`config.mk`:
```
export PLATFORM = sky130hd
export DESIGN_NAME = hazard_sb_flat
export DESIGN_NICKNAME = d
export VERILOG_FILES = /design/src/rtl/hazard_sb_if.sv /design/src/rtl/hazard_sb.sv /design/src/flat_wrapper.sv
export SDC_FILE = /design/constraint.sdc
export NUM_CORES = 1
export LEC_CHECK = 0
export CORE_UTILIZATION = 55
export CTS_CLUSTER_DIAMETER = 50
export DETAILED_ROUTE_END_ITERATION = 10
export DONT_BUFFER_PORTS = 1
export HOLD_SLACK_MARGIN = 0.02
export PLACE_DENSITY = 0.8
export SLEW_MARGIN = 20
export SYNTH_ARGS = -nofsm -noshare
export SYNTH_HDL_FRONTEND = slang
export SYNTH_SLANG_ARGS = --single-unit
```
`constraint.sdc`:
```
create_clock -name clk -period 2.8 [get_ports clk]
set_input_delay 0.42 -clock clk [delete_from_list [all_inputs] [get_ports clk]]
set_output_delay 0.42 -clock clk [all_outputs]
set_load 0.01 [all_outputs]
```
`src/rtl/hazard_sb_if.sv`:
```
// Pipeline-side bundle for the hazard/scoreboard unit: stage registers and
// controls in, stall/flush/forward/redirect controls out.
interface hazard_sb_if #(
    parameter int AW = 5
);
    logic [AW-1:0] rsD, rtD;
    logic          branchD, jrD, latD;
    logic [AW-1:0] rsE, rtE, writeregE;
    logic          regwriteE, memtoregE, readcp0E;
    logic          lat_issueE;
    logic [AW-1:0] writeregM;
    logic          regwriteM, memtoregM, readcp0M;
    logic [31:0]   excepttypeM, epc_oM;
    logic [AW-1:0] writeregW;
    logic          regwriteW;
    logic          lat_doneW;
    logic          stallreq_from_if, stallreq_from_mem;

    logic          stallF, stallD, stallE, stallM;
    logic          flushF, flushD, flushE, flushM, flushW;
    logic          forwardaD, forwardbD;
    logic [1:0]    forwardaE, forwardbE;
    logic [31:0]   except_pc;
    logic          redirect, kill_lat;
    logic          sb_full;

    modport master (
        output rsD, rtD, branchD, jrD, latD,
        output rsE, rtE, writeregE, regwriteE, memtoregE, readcp0E, lat_issueE,
        output writeregM, regwriteM, memtoregM, readcp0M, excepttypeM, epc_oM,
        output writeregW, regwriteW, lat_doneW,
        output stallreq_from_if, stallreq_from_mem,
        input  stallF, stallD, stallE, stallM,
        input  flushF, flushD, flushE, flushM, flushW,
        input  forwardaD, forwardbD, forwardaE, forwardbE,
        input  except_pc, redirect, kill_lat, sb_full
    );

    modport slave (
        input  rsD, rtD, branchD, jrD, latD,
        input  rsE, rtE, writeregE, regwriteE, memtoregE, readcp0E, lat_issueE,
        input  writeregM, regwriteM, memtoregM, readcp0M, excepttypeM, epc_oM,
        input  writeregW, regwriteW, lat_doneW,
        input  stallreq_from_if, stallreq_from_mem,
        output stallF, stallD, stallE, stallM,
        output flushF, flushD, flushE, flushM, flushW,
        output forwardaD, forwardbD, forwardaE, forwardbE,
        output except_pc, redirect, kill_lat, sb_full
    );
endinterface

```
`src/rtl/hazard_sb.sv`:
```
// Pipeline hazard unit: forwarding, load-use/branch stalls, a register
// scoreboard for long-latency ops, and the exception redirect sequencer.
module hazard_sb #(
    parameter int          AW        = 5,
    parameter int          MAX_PEND  = 2,
    parameter logic [31:0] EXC_VEC   = 32'hBFC00380,
    parameter logic [31:0] ERET_CODE = 32'h0000000e
) (
    input logic       clk,
    input logic       rst,
    hazard_sb_if.slave sb
);
    localparam int             CW      = $clog2(MAX_PEND + 1);
    localparam logic [CW-1:0]  MAX_CNT = CW'(MAX_PEND);
    localparam logic [CW-1:0]  ONE     = CW'(1);

    localparam logic [1:0] RUN      = 2'd0;
    localparam logic [1:0] WAIT_MEM = 2'd1;
    localparam logic [1:0] FLUSH    = 2'd2;

    logic [1:0]         state, nextState;
    logic [2**AW-1:0]   pending, pendNext;
    logic [CW-1:0]      count, countNext;
    logic [31:0]        exceptPc;
    logic               sbFull, excIn, issueOk, doneOk;
    logic               lwStall, branchStall, sbStall, decodeHazard;
    logic               eHitRs, eHitRt, mHitRs, mHitRt;
    logic [1:0]         fwdAE, fwdBE;
    logic               fwdAD, fwdBD;
    logic               stallF, stallD, stallE, stallM;
    logic               flushF, flushD, flushE, flushM, flushW;
    logic               redirect, killLat;

    assign sbFull = (count == MAX_CNT);
    assign excIn  = (state == RUN) && (sb.excepttypeM != '0);

    // Forwarding: the younger producer in M takes priority over W.
    always_comb begin
        fwdAE = 2'b00;
        fwdBE = 2'b00;
        if (sb.rsE != '0 && sb.rsE == sb.writeregM && sb.regwriteM)      fwdAE = 2'b10;
        else if (sb.rsE != '0 && sb.rsE == sb.writeregW && sb.regwriteW) fwdAE = 2'b01;
        if (sb.rtE != '0 && sb.rtE == sb.writeregM && sb.regwriteM)      fwdBE = 2'b10;
        else if (sb.rtE != '0 && sb.rtE == sb.writeregW && sb.regwriteW) fwdBE = 2'b01;
        fwdAD = (sb.rsD != '0) && (sb.rsD == sb.writeregM) && sb.regwriteM;
        fwdBD = (sb.rtD != '0) && (sb.rtD == sb.writeregM) && sb.regwriteM;
    end

    always_comb begin
        lwStall = (sb.rtE != '0) && (sb.rsD == sb.rtE || sb.rtD == sb.rtE)
                  && (sb.memtoregE || sb.readcp0E);
        eHitRs = sb.regwriteE && (sb.writeregE != '0) && (sb.writeregE == sb.rsD);
        eHitRt = sb.regwriteE && (sb.writeregE != '0) && (sb.writeregE == sb.rtD);
        mHitRs = (sb.memtoregM || sb.readcp0M) && (sb.writeregM != '0) && (sb.writeregM == sb.rsD);
        mHitRt = (sb.memtoregM || sb.readcp0M) && (sb.writeregM != '0) && (sb.writeregM == sb.rtD);
        branchStall = (sb.branchD && (eHitRs || eHitRt || mHitRs || mHitRt))
                      || (sb.jrD && (eHitRs || mHitRs));
        sbStall = pending[sb.rsD] || pending[sb.rtD] || (sb.latD && sbFull);
        decodeHazard = lwStall || branchStall || sbStall;
    end

    // Stage controls; everything is held quiet while reset is asserted.
    always_comb begin
        stallF = 1'b0; stallD = 1'b0; stallE = 1'b0; stallM = 1'b0;
        flushF = 1'b0; flushD = 1'b0; flushE = 1'b0; flushM = 1'b0; flushW = 1'b0;
        redirect = 1'b0;
        killLat  = 1'b0;
        if (!rst) begin
            case (state)
                RUN: begin
                    if (excIn) begin
                        stallF = 1'b1; stallD = 1'b1; stallE = 1'b1; stallM = 1'b1;
                        flushW = 1'b1;
                    end else begin
                        stallF = decodeHazard || sb.stallreq_from_if || sb.stallreq_from_mem;
                        stallD = stallF;
                        flushE = (decodeHazard || sb.stallreq_from_if) && !sb.stallreq_from_mem;
                        stallE = sb.stallreq_from_mem;
                        stallM = sb.stallreq_from_mem;
                        flushW = sb.stallreq_from_mem;
                    end
                end
                WAIT_MEM: begin
                    stallF = 1'b1; stallD = 1'b1; stallE = 1'b1; stallM = 1'b1;
                end
                FLUSH: begin
                    flushF = 1'b1; flushD = 1'b1; flushE = 1'b1; flushM = 1'b1; flushW = 1'b1;
                    redirect = 1'b1;
                    killLat  = 1'b1;
                end
                default: ;
            endcase
        end
    end

    always_comb begin
        nextState = RUN;
        case (state)
            RUN:      nextState = excIn ? (sb.stallreq_from_mem ? WAIT_MEM : FLUSH) : RUN;
            WAIT_MEM: nextState = sb.stallreq_from_mem ? WAIT_MEM : FLUSH;
            default:  nextState = RUN;
        endcase
    end

    always_ff @(posedge clk or posedge rst) begin
        if (rst) begin
            state    <= RUN;
            exceptPc <= '0;
        end else begin
            state <= nextState;
            if (excIn)
                exceptPc <= (sb.excepttypeM == ERET_CODE) ? sb.epc_oM : EXC_VEC;
        end
    end

    // Scoreboard: a done clears first so a same-register issue wins the bit.
    always_comb begin
        issueOk   = sb.lat_issueE && (state != FLUSH) && !sbFull && (sb.writeregE != '0);
        doneOk    = sb.lat_doneW && (state != FLUSH) && pending[sb.writeregW];
        pendNext  = pending;
        countNext = count;
        if (doneOk)  pendNext[sb.writeregW] = 1'b0;
        if (issueOk) pendNext[sb.writeregE] = 1'b1;
        if (issueOk && !doneOk)      countNext = count + ONE;
        else if (!issueOk && doneOk) countNext = count - ONE;
    end

    always_ff @(posedge clk or posedge rst) begin
        if (rst) begin
            pending <= '0;
            count   <= '0;
        end else if (state == FLUSH) begin
            pending <= '0;
            count   <= '0;
        end else begin
            pending <= pendNext;
            count   <= countNext;
        end
    end

    assign sb.stallF    = stallF;
    assign sb.stallD    = stallD;
    assign sb.stallE    = stallE;
    assign sb.stallM    = stallM;
    assign sb.flushF    = flushF;
    assign sb.flushD    = flushD;
    assign sb.flushE    = flushE;
    assign sb.flushM    = flushM;
    assign sb.flushW    = flushW;
    assign sb.forwardaE = rst ? 2'b00 : fwdAE;
    assign sb.forwardbE = rst ? 2'b00 : fwdBE;
    assign sb.forwardaD = !rst && fwdAD;
    assign sb.forwardbD = !rst && fwdBD;
    assign sb.except_pc = exceptPc;
    assign sb.redirect  = redirect;
    assign sb.kill_lat  = killLat;
    assign sb.sb_full   = sbFull;
endmodule
```
`src/flat_wrapper.sv`:
```
// flat-port wrapper written by rule: the top's interface ports become plain ports
module hazard_sb_flat 
#(
    parameter int          AW        = 5,
    parameter int          MAX_PEND  = 2,
    parameter logic [31:0] EXC_VEC   = 32'hBFC00380,
    parameter logic [31:0] ERET_CODE = 32'h0000000e
)
  (clk, rst, sb_rsD, sb_rtD, sb_branchD, sb_jrD, sb_latD, sb_rsE, sb_rtE, sb_writeregE, sb_regwriteE, sb_memtoregE, sb_readcp0E, sb_lat_issueE, sb_writeregM, sb_regwriteM, sb_memtoregM, sb_readcp0M, sb_excepttypeM, sb_epc_oM, sb_writeregW, sb_regwriteW, sb_lat_doneW, sb_stallreq_from_if, sb_stallreq_from_mem, sb_stallF, sb_stallD, sb_stallE, sb_stallM, sb_flushF, sb_flushD, sb_flushE, sb_flushM, sb_flushW, sb_forwardaD, sb_forwardbD, sb_forwardaE, sb_forwardbE, sb_except_pc, sb_redirect, sb_kill_lat, sb_sb_full);
  hazard_sb_if #(.AW(AW)) sb_i ();
  input logic clk;
  input logic rst;
  input wire logic [$bits(sb_i.rsD)-1:0] sb_rsD;
  input wire logic [$bits(sb_i.rtD)-1:0] sb_rtD;
  input wire logic [$bits(sb_i.branchD)-1:0] sb_branchD;
  input wire logic [$bits(sb_i.jrD)-1:0] sb_jrD;
  input wire logic [$bits(sb_i.latD)-1:0] sb_latD;
  input wire logic [$bits(sb_i.rsE)-1:0] sb_rsE;
  input wire logic [$bits(sb_i.rtE)-1:0] sb_rtE;
  input wire logic [$bits(sb_i.writeregE)-1:0] sb_writeregE;
  input wire logic [$bits(sb_i.regwriteE)-1:0] sb_regwriteE;
  input wire logic [$bits(sb_i.memtoregE)-1:0] sb_memtoregE;
  input wire logic [$bits(sb_i.readcp0E)-1:0] sb_readcp0E;
  input wire logic [$bits(sb_i.lat_issueE)-1:0] sb_lat_issueE;
  input wire logic [$bits(sb_i.writeregM)-1:0] sb_writeregM;
  input wire logic [$bits(sb_i.regwriteM)-1:0] sb_regwriteM;
  input wire logic [$bits(sb_i.memtoregM)-1:0] sb_memtoregM;
  input wire logic [$bits(sb_i.readcp0M)-1:0] sb_readcp0M;
  input wire logic [$bits(sb_i.excepttypeM)-1:0] sb_excepttypeM;
  input wire logic [$bits(sb_i.epc_oM)-1:0] sb_epc_oM;
  input wire logic [$bits(sb_i.writeregW)-1:0] sb_writeregW;
  input wire logic [$bits(sb_i.regwriteW)-1:0] sb_regwriteW;
  input wire logic [$bits(sb_i.lat_doneW)-1:0] sb_lat_doneW;
  input wire logic [$bits(sb_i.stallreq_from_if)-1:0] sb_stallreq_from_if;
  input wire logic [$bits(sb_i.stallreq_from_mem)-1:0] sb_stallreq_from_mem;
  output wire logic [$bits(sb_i.stallF)-1:0] sb_stallF;
  output wire logic [$bits(sb_i.stallD)-1:0] sb_stallD;
  output wire logic [$bits(sb_i.stallE)-1:0] sb_stallE;
  output wire logic [$bits(sb_i.stallM)-1:0] sb_stallM;
  output wire logic [$bits(sb_i.flushF)-1:0] sb_flushF;
  output wire logic [$bits(sb_i.flushD)-1:0] sb_flushD;
  output wire logic [$bits(sb_i.flushE)-1:0] sb_flushE;
  output wire logic [$bits(sb_i.flushM)-1:0] sb_flushM;
  output wire logic [$bits(sb_i.flushW)-1:0] sb_flushW;
  output wire logic [$bits(sb_i.forwardaD)-1:0] sb_forwardaD;
  output wire logic [$bits(sb_i.forwardbD)-1:0] sb_forwardbD;
  output wire logic [$bits(sb_i.forwardaE)-1:0] sb_forwardaE;
  output wire logic [$bits(sb_i.forwardbE)-1:0] sb_forwardbE;
  output wire logic [$bits(sb_i.except_pc)-1:0] sb_except_pc;
  output wire logic [$bits(sb_i.redirect)-1:0] sb_redirect;
  output wire logic [$bits(sb_i.kill_lat)-1:0] sb_kill_lat;
  output wire logic [$bits(sb_i.sb_full)-1:0] sb_sb_full;
  assign sb_i.rsD = sb_rsD;
  assign sb_i.rtD = sb_rtD;
  assign sb_i.branchD = sb_branchD;
  assign sb_i.jrD = sb_jrD;
  assign sb_i.latD = sb_latD;
  assign sb_i.rsE = sb_rsE;
  assign sb_i.rtE = sb_rtE;
  assign sb_i.writeregE = sb_writeregE;
  assign sb_i.regwriteE = sb_regwriteE;
  assign sb_i.memtoregE = sb_memtoregE;
  assign sb_i.readcp0E = sb_readcp0E;
  assign sb_i.lat_issueE = sb_lat_issueE;
  assign sb_i.writeregM = sb_writeregM;
  assign sb_i.regwriteM = sb_regwriteM;
  assign sb_i.memtoregM = sb_memtoregM;
  assign sb_i.readcp0M = sb_readcp0M;
  assign sb_i.excepttypeM = sb_excepttypeM;
  assign sb_i.epc_oM = sb_epc_oM;
  assign sb_i.writeregW = sb_writeregW;
  assign sb_i.regwriteW = sb_regwriteW;
  assign sb_i.lat_doneW = sb_lat_doneW;
  assign sb_i.stallreq_from_if = sb_stallreq_from_if;
  assign sb_i.stallreq_from_mem = sb_stallreq_from_mem;
  assign sb_stallF = sb_i.stallF;
  assign sb_stallD = sb_i.stallD;
  assign sb_stallE = sb_i.stallE;
  assign sb_stallM = sb_i.stallM;
  assign sb_flushF = sb_i.flushF;
  assign sb_flushD = sb_i.flushD;
  assign sb_flushE = sb_i.flushE;
  assign sb_flushM = sb_i.flushM;
  assign sb_flushW = sb_i.flushW;
  assign sb_forwardaD = sb_i.forwardaD;
  assign sb_forwardbD = sb_i.forwardbD;
  assign sb_forwardaE = sb_i.forwardaE;
  assign sb_forwardbE = sb_i.forwardbE;
  assign sb_except_pc = sb_i.except_pc;
  assign sb_redirect = sb_i.redirect;
  assign sb_kill_lat = sb_i.kill_lat;
  assign sb_sb_full = sb_i.sb_full;
  hazard_sb #(.AW(AW), .MAX_PEND(MAX_PEND), .EXC_VEC(EXC_VEC), .ERET_CODE(ERET_CODE)) u_core (.clk(clk), .rst(rst), .sb(sb_i));
endmodule
```
After elaboration in Yosys (flattened, before gate mapping). Cells that the tools add are included.

Output and inout bits: 50. Register bits after elaboration: 68.

Magnitude comparators: 6. Equality and inequality tests: 17. Add/subtract/negate cells: 2. Bitwise logic cells: 3. Reduce and logical (&&, ||, !) cells: 64. Muxes and demuxes: 39.

Operators by type and width (count): 2-to-1 mux 32 bit (4); equality test 5 bit (12); logical AND 1 bit (36); AND 32 bit (1); equality test 32 x 4 -> 1 bit (second input constant) (1); inverter 32 bit (1); OR 32 bit (1); nonzero test 32 bit (1); nonzero test 5 bit (6); less-than comparator 5 x 6 -> 1 bit (second input constant) (4); 2-to-1 mux 2 bit (9); 2-to-1 mux 1 bit (16); binary-select mux 1 bit (select 5 bit) (3); logical OR 1 bit (14); demux 1 bit (select 5 bit) (2); >= comparator 5 x 1 -> 1 bit (second input constant) (2); case mux 1 bit (2 select lines) (4); zero test 1 bit (5); equality test 2 bit (second input constant) (2); case mux 2 bit (2 select lines) (1); nonzero test 3 bit (1); adder 2 x 1 -> 2 bit (second input constant) (1); equality test 2 x 1 -> 1 bit (second input constant) (1); zero test 2 bit (1); 2 further kinds (2).

Logic depth before layout (Yosys ltp). Gate-level depths: netlist of the first run.

Depth after elaboration: 15. Gate-level depth with buffers: 10.

Least setup slack after synthesis of the first run. OpenSTA, ideal clock, no wires.

Kind: input -> output. Start point: in rst. End point: out sb_forwardaD. Buffers on the path: 0. Path slack: -0.140 ns. Required time: 2.380 ns. Arrival time: 2.520 ns. Cell stages on the path: 3. Cell sequence: inv_1 > nand2_1 > nor4_1.

Longest elaborated chain between the ends: 2.

RTL lines: start, declared (line flat_wrapper.sv:12) `input logic rst;`; zero test 1 bit; logical AND 1 bit (line hazard_sb.sv:152) `assign sb.forwardaD = !rst && fwdAD;`; end, declared (line flat_wrapper.sv:45) `output wire logic [$bits(sb_i.forwardaD)-1:0] sb_forwardaD;`.

Every way passes these cells.

Worst setup path after layout of the first run.
Start point: reg u_core.pending[7]. End point: out sb_stallF.

Longest elaborated chain between the ends: 10. Elaborated cells between the ends (all ways): 12. Classes of those cells: mux (7); reduce/logical (5).

RTL lines: start, declared (line hazard_sb.sv:22) `logic [2**AW-1:0] pending, pendNext;`; start signal, assigned (line hazard_sb.sv:136) `pending <= pendNext;`; binary-select mux 1 bit (select 5 bit) (line hazard_sb.sv:58) `sbStall = pending[sb.rsD] || pending[sb.rtD] || (sb.latD && sbFull);`; 2-to-1 mux 1 bit (not written as such) (line hazard_sb.sv:58); logical OR 1 bit (*) (2 in a row) (line hazard_sb.sv:58); logical OR 1 bit (*) (line hazard_sb.sv:59) `decodeHazard = lwStall || branchStall || sbStall;`; logical OR 1 bit (*) (2 in a row) (line hazard_sb.sv:75) `stallF = decodeHazard || sb.stallreq_from_if || sb.stallreq_from_mem;`; 2-to-1 mux 1 bit (*); case mux 1 bit (2 select lines) (*); 2-to-1 mux 1 bit (*); end, declared (line flat_wrapper.sv:36) `output wire logic [$bits(sb_i.stallF)-1:0] sb_stallF;`.

Mark *: on every way between the ends. The rest lies on a longest branch, timed or not. The select of a mux whose other input is x is not followed.

==> key figures, run 1 <==
Run status
  • Status: finished clean

Global route
  • Via count of the first global-routing pass: 4103
  • Residual overflow from global routing: 0
  • All-Layer GR Usage: 0.313
  • Largest net degree at the start of global routing: 53
  • First-pass GRT wire length: approximately 21000 µm
  • Initial antenna violation count: 0

STA
  • Setup TNS: 0 ns
  • Unrepaired setup endpoints after global routing: yes
  • Slew Viols, Final: 0
  • # setup viols final: 0
  • Skew final: 0.0124 ns
  • Worst slew pin tran: approximately 0.84 ns
  • Worst setup margin: ~0.047 ns
  • Final Hold Violating Endpoints: 0
  • Final min period: ~2.8 ns
  • Slew Limit Headroom: 0.439
  • Worst hold margin: approximately 0.15 ns
  • Fin crit share: 0.983
  • Maximum clock frequency: roughly 0.36 GHz

Worst hold path
  • Hold Path Depth: 1
  • Hold Crit Class: input pin to flop
  • Min-delay src: sb_stallreq_from_mem
  • Hold EP: u_core.state[1]

Run
  • Max-Cap Viols: 0

Routing
  • # DRC: 0
  • Via count: a little over 4000
  • First drt pass iteration count: 6
  • Routed Antenna Nets: 0
  • Vias per cell: 7.18
  • Wire per inst: ~23 µm
  • Sum of routed wire length over all layers: ~13000 µm
  • DRT iter0 DRCs: approximately 360

Synthesis
  • Post-synthesis sequential area ratio: 0.369
  • Seq cells post-synth: 68
  • Share of the synthesized area in the top cell type: 0.369
  • Fraction of registers with async set/reset: 1.00
  • Commonest register cell after synthesis: dfrtp_1
  • Syn Std Cell Area: 4610 µm²
  • Yosys top cell by area: dfrtp_1
  • Synth Net Count: 600
  • Yosys warns: 0
  • Ranking of synthesized cells by area: dfrtp_1 37%, xnor2_1 7.4%, mux4_2 6.8%, mux2i_1 5.2%, a22o_1 3.8%
  • Netlist cell types: 50
  • Post-Syn Area per Cell: 9.51 µm²
  • Number of enable flip-flop cells after synthesis: 0
  • Cells after Synth: a little under 500

Clocking
  • TritonCTS Buffers: 9
  • CTS tree: done
  • CTS clk-pin slew, worst paths: ~0.08 ns
  • Max clock buf depth: 2
  • Clk root buf: clkbuf_8
  • H-tree levels: 3
  • Clock Sinks: 68
  • Clock latency on the worst-skew pair: between 0.3 and 0.4 ns

Power and ir drop
  • Leakage: roughly 1.8 nW
  • Total Power: approximately 2.2 mW
  • VDD IR-drop max: around 0.42 mV
  • Power density over cell area: 465 nW/µm²

Floorplan
  • Initial Util: 0.564
  • Die height: just over 90 µm
  • Core footprint: between 8000 and 9000 µm²
  • # IOs: ~170
  • Core Rows: 33
  • Die area: 8760 µm²
  • DIE WIDTH: 93.6 µm

Worst setup path
  • Setup Crit Path Kind: flop to output pin
  • Worst setup SP type: flop
  • Reg2reg start: u_core.state[0]
  • Crit path capture type: output pin
  • Worst path arrival time: 2.33 ns
  • Reg2reg path depth: 7
  • Critical Path RT: about 2.4 ns
  • CP Max Fanout: 3
  • R2r endpoint: u_core.pending[27]
  • Reg2reg setup slack: approximately 0.41 ns

Layout
  • Final instance area: between 4000 and 5000 µm²
  • Synth-to-layout area growth: 4.18%
  • Fraction of layout cells with a size suffix above 1: 0.114
  • Nets: roughly 570
  • Commonest cells after routing, fill and taps aside: 68 x dfrtp_1, 39 x xnor2_1, 38 x nand2_1
  • Commonest non-fill, non-tap cell in the layout: dfrtp_1

Placed design
  • Post-DP HPWL: just under 10000 µm
  • I/O Buffers: 0
  • Gpl congestion: approximately 0.95
  • Post-Place Worst Slack: approximately 0.24 ns
  • Dpl cell area: between 4000 and 5000 µm²
## metal layers
metal	wire length, µm	up-vias	track usage
met2	6680	313	0.528
met4	558	0	0.213
li1	-	1740	-
met3	1420	72	0.0764
met5	0	-	0
met1	4660	1960	0.350
## state kept, by name, indices dropped and copies added (netlist names)
signal	flops
u_core.count	2
u_core.pending	32
u_core.sb.except_pc	32
u_core.state	2
## layout make-up
cell class	instances	area [µm²]
diodes	1	2.50
clock buffers	9	124
clock inverters	7	75.1
fillers	689	3370
inverters	1	7.51
multi-input cells	366	2670
flip-flops and latches	68	1700
well taps	105	131
repair buffers	12	92.6
## power by group
group / switching (mW) / total, mW / internal, mW
sequential: 0.0402 / 1.06 / 1.02
combinational: 0.191 / 0.364 / 0.172
clock: 0.398 / 0.814 / 0.416
## worst max-delay path: stages (launching register included)
cell and delay, ns:
dfrtp_1 0.40, mux4_2 0.50, mux2i_1 0.18, nor3_1 0.07, nor3_1 0.19, nand3_1 0.14
nor3_2 0.24, a211oi_2 0.10, buf_4 0.17
## stage by stage
step | util | std cells
floorplan | - | 485
global placement | 0.558 | 548
detailed placement | 0.558 | 548
CTS | 0.584 | 565
global route | 0.588 | 568
finish | 0.588 | 569
## cell families after synthesis
family | share of synthesized area
buffers and inverters | 0.0559
multiplexers | 0.125
AND/OR/NAND/NOR | 0.174
AO/OA/AOI/OAI | 0.177
XOR/XNOR | 0.0987
flip-flops | 0.369
## worst max-delay path by stage
stage	start	endpoint	slack [ns]	cells after the start
finish	u_core.pending[7]	sb_stallF	0.05	8
global route	u_core.pending[5]	sb_flushE	-0.11	7
CTS	u_core.pending[15]	sb_stallF	0.004	8
detailed placement	sb_writeregM[1]	sb_stallF	0.24	8
global placement	sb_writeregM[1]	sb_stallF	0.27	8
floorplan	sb_rsD[1]	sb_stallF	0.22	9
## synth_stat cells (all sizes together), types with 4 or more instances
cell    instances
nor2           20
mux4           14
o22a           14
o21ai          33
nand3          14
nor4b           4
xor2           13
nor3b           5
mux2i          24
nand4          11
nor4           15
nand3b          5
o22ai           6
nor3           14
dfrtp          68
clkbuf         32
nor2b           7
xnor2          39
a22o           20
nand2          38
or3b            4
a21oi          34
or4             4
buf            18
## what timing repair did
action,4_1_cts,5_1_grt
hold buffers,1,0
pin swaps,0,2
endpoints found under the setup margin,2,3
gates resized for setup,1,1
setup buffers,0,3
hold endpoints to repair,16,0
(Power assumes the default switching activity.)
==> run 2: changes to the inputs <==
- CORE_UTILIZATION: 55 -> 40
- PLACE_DENSITY: 0.8 -> 0.61
- clock period: 2.8 -> 2.55 ns (I/O delays scaled with it)
==> key figures, run 2 (synthesis results as in run 1) <==
Layout
  • Final Non-Filler Cells: 616 (+8.3%)
  • Fill count: 1051 (+53%)
  • Synth-to-layout area growth: 10.5%
  • N_diodes: 0 (-1)
  • Commonest non-fill, non-tap cell in the layout: dfrtp_1
  • Nets: 586 (+2.3%)
  • Commonest cells after routing, fill and taps aside: 68 x dfrtp_1, 39 x xnor2_1, 38 x nand2_1
  • Fraction of layout cells with a size suffix above 1: 0.143 (+0.0284)

Floorplan
  • Die height: 109 µm (+17%)
  • Core footprint: 11000 µm² (+35%)
  • # IOs: 165 (unchanged)
  • Core Rows: 38 (+15%)
  • Die area: 12000 µm² (+37%)
  • Initial Util: 0.418 (-0.146)
  • DIE WIDTH: 109 µm (+17%)

Power and ir drop
  • Internal power: 2.19 mW (+36%)
  • Total Power: 2.92 mW (+30%)
  • Power density over cell area: 572 nW/µm² (+23%)
  • Leakage: 1.94 nW (+8.5%)
  • Clock power share: 0.456 (+0.092)
  • Sw power: 0.726 mW (+15%)
  • Logic pwr share: 0.146 (-0.017)
  • Switch share: 0.249 (-0.0328)
  • Sequential power share: 0.398 (-0.076)
  • VDD IR-drop max: 0.382 mV (-9.6%)

Worst setup path
  • Reg2reg path depth: 8 (+1)
  • Setup Crit Path Kind: flop to output pin
  • Crit path capture type: output pin
  • Top cell family by delay on the critical path: multiplexers
  • Worst path arrival time: 2.26 ns (-0.07 ns)
  • Bufs and invs on worst path: 1 (unchanged)
  • Cell depth of the worst setup path: 8 (unchanged)
  • Worst setup SP type: flop
  • Slowest CP cell: mux4_2
  • CP max stage delay: 0.49 ns (about the same)
  • CP Max Fanout: 4 (+1)
  • Critical path, cell by cell: mux4_2, mux2i_1, nor3b_1, a31oi_4, o311ai_4, nor3_2, a211oi_1, buf_4
  • Critical Path RT: 2.17 ns (-0.21 ns)

Clocking
  • Clk root buf: clkbuf_16
  • TritonCTS Buffers: 9 (unchanged)
  • Clock latency on the worst-skew pair: 0.32 ns (-0.02 ns)
  • H-tree levels: 3 (unchanged)
  • CTS clk-pin slew, worst paths: 0.06 ns (-0.02 ns)
  • CTS tree: done
  • Max clock buf depth: 2 (unchanged)
  • CTS hold repair buffers: 0 (-1)
  • Clock Sinks: 68 (unchanged)

Worst hold path
  • Hold Crit Class: input pin to flop
  • Hold Path Depth: 1 (unchanged)

Routing
  • DRT iter0 DRCs: 307 (-14%)
  • Wire per inst: 22.4 µm (-4.3%)
  • Vias per cell: 6.50 (-9.5%)
  • Routed Antenna Nets: 0 (unchanged)
  • Via count: 4001 (-2.1%)
  • Sum of routed wire length over all layers: 13800 µm (+3.6%)
  • # DRC: 0 (unchanged)
  • First drt pass iteration count: 5 (-1)

Placed design
  • Post-Place Worst Slack: 0.145 ns (-0.0919 ns)
  • Gpl congestion: 0.864 (-9.6%)
  • I/O Buffers: 0 (unchanged)
  • Post-DP HPWL: 10200 µm (+5.6%)
  • Inst Count DP: 590 (+7.7%)

STA
  • Skew final: 0.00736 ns (-0.00501 ns)
  • Unrepaired setup endpoints after global routing: yes
  • Worst hold margin: 0.127 ns (-0.0207 ns)
  • Slew Viols, Final: 0 (unchanged)
  • # setup viols final: 3 (+3)
  • Slew Limit Headroom: 0.417 (-0.0221)
  • Fin crit share: 1.03
  • Final min period: approximately 2.6 ns
  • Final Hold Violating Endpoints: 0 (unchanged)
  • Worst setup margin: -0.0885 ns (-0.135 ns)
  • Worst slew pin tran: 0.875 ns (+0.0348 ns)
  • Maximum clock frequency: 0.379 GHz

Global route
  • Residual overflow from global routing: 0 (unchanged)
  • Initial antenna violation count: 0 (unchanged)
  • Largest net degree at the start of global routing: 69 (+30%)
  • All-Layer GR Usage: 0.236 (-0.0777)
  • First-pass GRT wire length: 21100 µm (+2.8%)
  • Via count of the first global-routing pass: 3992 (-2.7%)

Run status
  • Status: finished, violations left
  • Failing checks: setup timing

Run
  • Max-Cap Viols: 0 (unchanged)
[run 2: through the flow]
stage | area (µm²) | setup TNS [ns] | utilization
3_5_place_dp | 4660 | 0 | 0.422
2_1_floorplan | 4620 | 0 | -
4_1_cts | 5070 | -0.195 | 0.460
6_report | 5100 | -0.236 | 0.462
5_1_grt | 5100 | -0.481 | 0.462
3_3_place_gp | 4650 | 0 | 0.422
[run 2: final timing paths]
kind                                 startpoint  slack, ns                  to
setup / recovery             u_core.pending[11]      -0.09           sb_stallF
hold / removal             sb_stallreq_from_mem       0.13     u_core.state[1]
setup reg to reg             u_core.pending[30]       0.43     u_core.count[1]
hold reg to reg                 u_core.count[1]       0.55     u_core.count[1]
max in group asynchronous                   rst       1.72     u_core.state[0]
min in group asynchronous                   rst       0.24  u_core.pending[16]
[run 2: cell type report]
cell class                 instances  area, µm²  share of cell area
inverter                           1       7.51             0.00147
sequential                        68       1700               0.334
clock inverter                     7       98.8              0.0194
timing repair buffer              25        188              0.0368
clock buffer                       9        225              0.0442
tap                              140        175              0.0343
multi-input combinational        366       2700               0.530
[run 2: power groups by stage]
stage / Clock, mW / Combinational [mW] / Sequential (mW)
3_3_place_gp: 0 / 0.397 / 1.18
4_1_cts: 1.35 / 0.421 / 1.16
3_5_place_dp: 0 / 0.405 / 1.18
5_1_grt: 1.41 / 0.467 / 1.17
6_report: 1.33 / 0.426 / 1.16
2_1_floorplan: 0 / 0.390 / 1.17
[run 2: what timing repair did]
| item | 4_1_cts | 5_1_grt |
|---|---|---|
| pin swaps | 5 | 1 |
| setup endpoints to repair | 3 | 3 |
| resized for setup | 6 | 0 |
| buffers inserted | 6 | 4 |
[run 2: routing by layer]
layer  vias up  share of wire  GRT usage
met5         -              0          0
met4         0          0.021      0.105
met3        29          0.080     0.0676
met2       213           0.50      0.398
met1      1995           0.40      0.278
li1       1764              -          -
==> run 3: changes to the inputs <==
- ABC_AREA: default -> 1
==> key figures, run 3 <==
Synthesis
  • Post-Syn Area per Cell: 6.15 µm² (-35%)
  • Seq cells post-synth: 68 (unchanged)
  • Commonest register cell after synthesis: dfrtp_1
  • Netlist cell types: 32 (-36%)
  • Syn Std Cell Area: 5240 µm² (+14%)
  • Synth Net Count: 966 (+61%)
  • Synth top cells by count: 235 x nand2_1, 133 x nor2_1, 104 x inv_1
  • Most common cell in the synthesized netlist: nand2_1
  • Number of enable flip-flop cells after synthesis: 0 (unchanged)
  • Post-synthesis sequential area ratio: 0.325 (-0.0439)
  • Yosys warns: 0 (unchanged)
  • Share of the synthesized area in the top cell type: 0.325 (-0.0439)
  • Ranking of synthesized cells by area: dfrtp_1 32%, nand2_1 17%, nor2_1 9.5%, inv_1 7.5%, nand3_1 6.6%
  • Cells after Synth: 851 (+75%)
  • Yosys top cell by area: dfrtp_1
  • Fraction of registers with async set/reset: 1.00 (unchanged)

Global route
  • Largest net degree at the start of global routing: 69 (unchanged)
  • First-pass GRT wire length: 25400 µm (+20%)
  • Initial antenna violation count: 0 (unchanged)
  • Residual overflow from global routing: 0 (unchanged)
  • Via count of the first global-routing pass: 5042 (+26%)
  • All-Layer GR Usage: 0.244 (+0.00851)

Worst setup path
  • CP most frequent cell: nand2_1
  • Critical path, cell by cell: inv_1, nand2_1, nand2_1, o211ai_1, nand3_1, a21oi_1, nor2_1, nand3_1, nand2_1, nand2_1
  • Worst path arrival time: 1.89 ns (-0.37 ns)
  • Setup Crit Path Kind: flop to output pin
  • Worst setup SP type: flop
  • Slowest CP cell: dfrtp_1
  • Crit path capture type: output pin
  • Critical Path RT: 2.17 ns (about the same)
  • CP Max Fanout: 3 (-1)
  • CP max stage delay: 0.38 ns (-0.11 ns)

STA
  • Slew Limit Headroom: 0.419 (+0.00235)
  • Worst hold margin: 0.110 ns (-0.0167 ns)
  • Unrepaired setup endpoints after global routing: no
  • # setup viols final: 0 (-3)
  • Final min period: 2.28 ns (-0.362 ns)
  • Final Hold Violating Endpoints: 0 (unchanged)
  • Fin crit share: 0.893 (-0.142)
  • Worst slew pin tran: 0.871 ns (-0.00352 ns)
  • Maximum clock frequency: 0.439 GHz (+16%)
  • Setup TNS: 0 ns (+0.236 ns)
  • Skew final: 0.00885 ns (+0.00149 ns)
  • Slew Viols, Final: 0 (unchanged)

Floorplan
  • Die area: 13600 µm² (+13%)
  • Initial Util: 0.413 (-0.00498)
  • Core Rows: 41 (+7.9%)
  • # IOs: 165 (unchanged)
  • Core footprint: 12700 µm² (+15%)
  • DIE WIDTH: 116 µm (+6.4%)
  • Die height: 116 µm (+6.4%)

Routing
  • Via count: 5457 (+36%)
  • Vias per cell: 5.40 (-17%)
  • First drt pass iteration count: 6 (+1)
  • Wire per inst: 16.1 µm (-28%)
  • # DRC: 0 (unchanged)
  • Sum of routed wire length over all layers: 16300 µm (+18%)
  • DRT iter0 DRCs: 482 (+57%)
  • Routed Antenna Nets: 0 (unchanged)

Layout
  • Final Non-Filler Cells: 1011 (+64%)
  • Commonest non-fill, non-tap cell in the layout: nand2_1
  • Fill count: 1373 (+31%)
  • Synth-to-layout area growth: 8.70%
  • Fraction of layout cells with a size suffix above 1: 0.0524 (-0.0904)
  • Nets: 949 (+62%)
  • Commonest cells after routing, fill and taps aside: 235 x nand2_1, 131 x nor2_1, 103 x inv_1
  • Final Util: 0.449 (-0.0130)
  • N_diodes: 0 (unchanged)

Clocking
  • CTS hold repair buffers: 0 (unchanged)
  • Clock Sinks: 68 (unchanged)
  • CTS tree: done
  • CTS clk-pin slew, worst paths: 0.06 ns (about the same)
  • Clk root buf: clkbuf_16
  • Clock latency on the worst-skew pair: 0.33 ns (about the same)
  • Postcts setup bufs: 0 (-6)
  • CTS resizes: 0 (-6)
  • TritonCTS Buffers: 9 (unchanged)
  • H-tree levels: 3 (unchanged)
  • Max clock buf depth: 2 (unchanged)

Power and ir drop
  • Sequential power share: 0.370 (-0.028)
  • Internal power: 2.22 mW (+1.1%)
  • Clock power share: 0.422 (-0.034)
  • Leakage: 2.63 nW (+35%)
  • Switch share: 0.307 (+0.0585)
  • VDD IR-drop max: 0.312 mV (-18%)
  • Sw power: 0.983 mW (+35%)
  • Logic pwr share: 0.208 (+0.062)
  • Power density over cell area: 562 nW/µm² (-1.8%)

Placed design
  • I/O Buffers: 0 (unchanged)
  • Post-DP HPWL: 12300 µm (+21%)
  • Gpl congestion: 0.863 (about the same)
  • Inst Count DP: 995 (+69%)

Worst hold path
  • Hold Crit Class: input pin to flop

Run
  • Max-Cap Viols: 0 (unchanged)

Run status
  • Status: finished clean
## run 3: cell types whose count changed after synthesis, moves of 10 or more
cell and change:
nand3_1 +55, a22o_1 -20, a21oi_1 +26, inv_1 +103
mux4_2 -14, o211ai_1 +13, nor2_1 +114, nand2_1 +197
clkbuf_1 -10, o21ai_0 +10, mux2i_1 -24, xnor2_1 -21
o22a_1 -13
## run 3: cell type report
type | count | area [µm²] | area share
Sequential cell | 68 | 1700 | 0.299
Multi-Input combinational cell | 632 | 2910 | 0.510
Tap cell | 172 | 215 | 0.0378
Inverter | 105 | 398 | 0.0699
Timing Repair Buffer | 18 | 148 | 0.0259
Clock inverter | 7 | 100 | 0.0176
Clock buffer | 9 | 225 | 0.0396
## run 3: worst max-delay path: cells and delay by family (launching register included)
| kind | cells | cell delay [ns] |
|---|---|---|
| and+or+nand+nor | 7 | 0.69 |
| AOI/OAI and AO/OA | 2 | 0.42 |
| buffers and inverters | 1 | 0.07 |
| DFF | 1 | 0.38 |
## run 3: logic make-up after synthesis
kind of cell,Yosys count,synth area share
buf+inv,151,0.121
compound gates,133,0.141
flops,68,0.325
simple gates,475,0.372
xor+xnor,24,0.0401
## run 3: per-layer routing
metal	wire length [µm]	vias up	GRT usage
met5	0	-	0
met4	382	0	0.0983
met3	1270	31	0.0472
met2	7670	281	0.416
met1	6980	2465	0.303
li1	-	2680	-
## run 3: per-stage QoR
step / total power [mW] / setup WS, ns / instance area, µm²
after global routing: 3.38 / 0.0751 / 5690
after floorplan: 1.75 / 0.196 / 5240
after global placement: 1.86 / 0.432 / 5370
after CTS: 3.22 / 0.237 / 5690
final: 3.20 / 0.273 / 5690
after detailed placement: 1.87 / 0.382 / 5370
## run 3: final timing paths
check | startpoint | end | slack (ns) | cells after the start
min in group asynchronous | rst | u_core.sb.except_pc[22] | 0.31 | 2
hold reg to reg | u_core.count[1] | u_core.count[1] | 0.53 | 2
setup / recovery | u_core.pending[21] | sb_stallF | 0.27 | 10
max in group asynchronous | rst | u_core.pending[31] | 1.65 | 2
hold / removal | sb_stallreq_from_mem | u_core.state[1] | 0.11 | 1
setup reg to reg | u_core.state[1] | u_core.pending[30] | 0.64 | 9
## run 3: power groups by stage
stage / registers [mW] / clock network, mW / logic [mW]
after floorplan: 1.19 / 0 / 0.562
final: 1.19 / 1.35 / 0.665
after global placement: 1.20 / 0 / 0.661
after global routing: 1.19 / 1.42 / 0.768
after detailed placement: 1.20 / 0 / 0.664
after CTS: 1.18 / 1.37 / 0.666
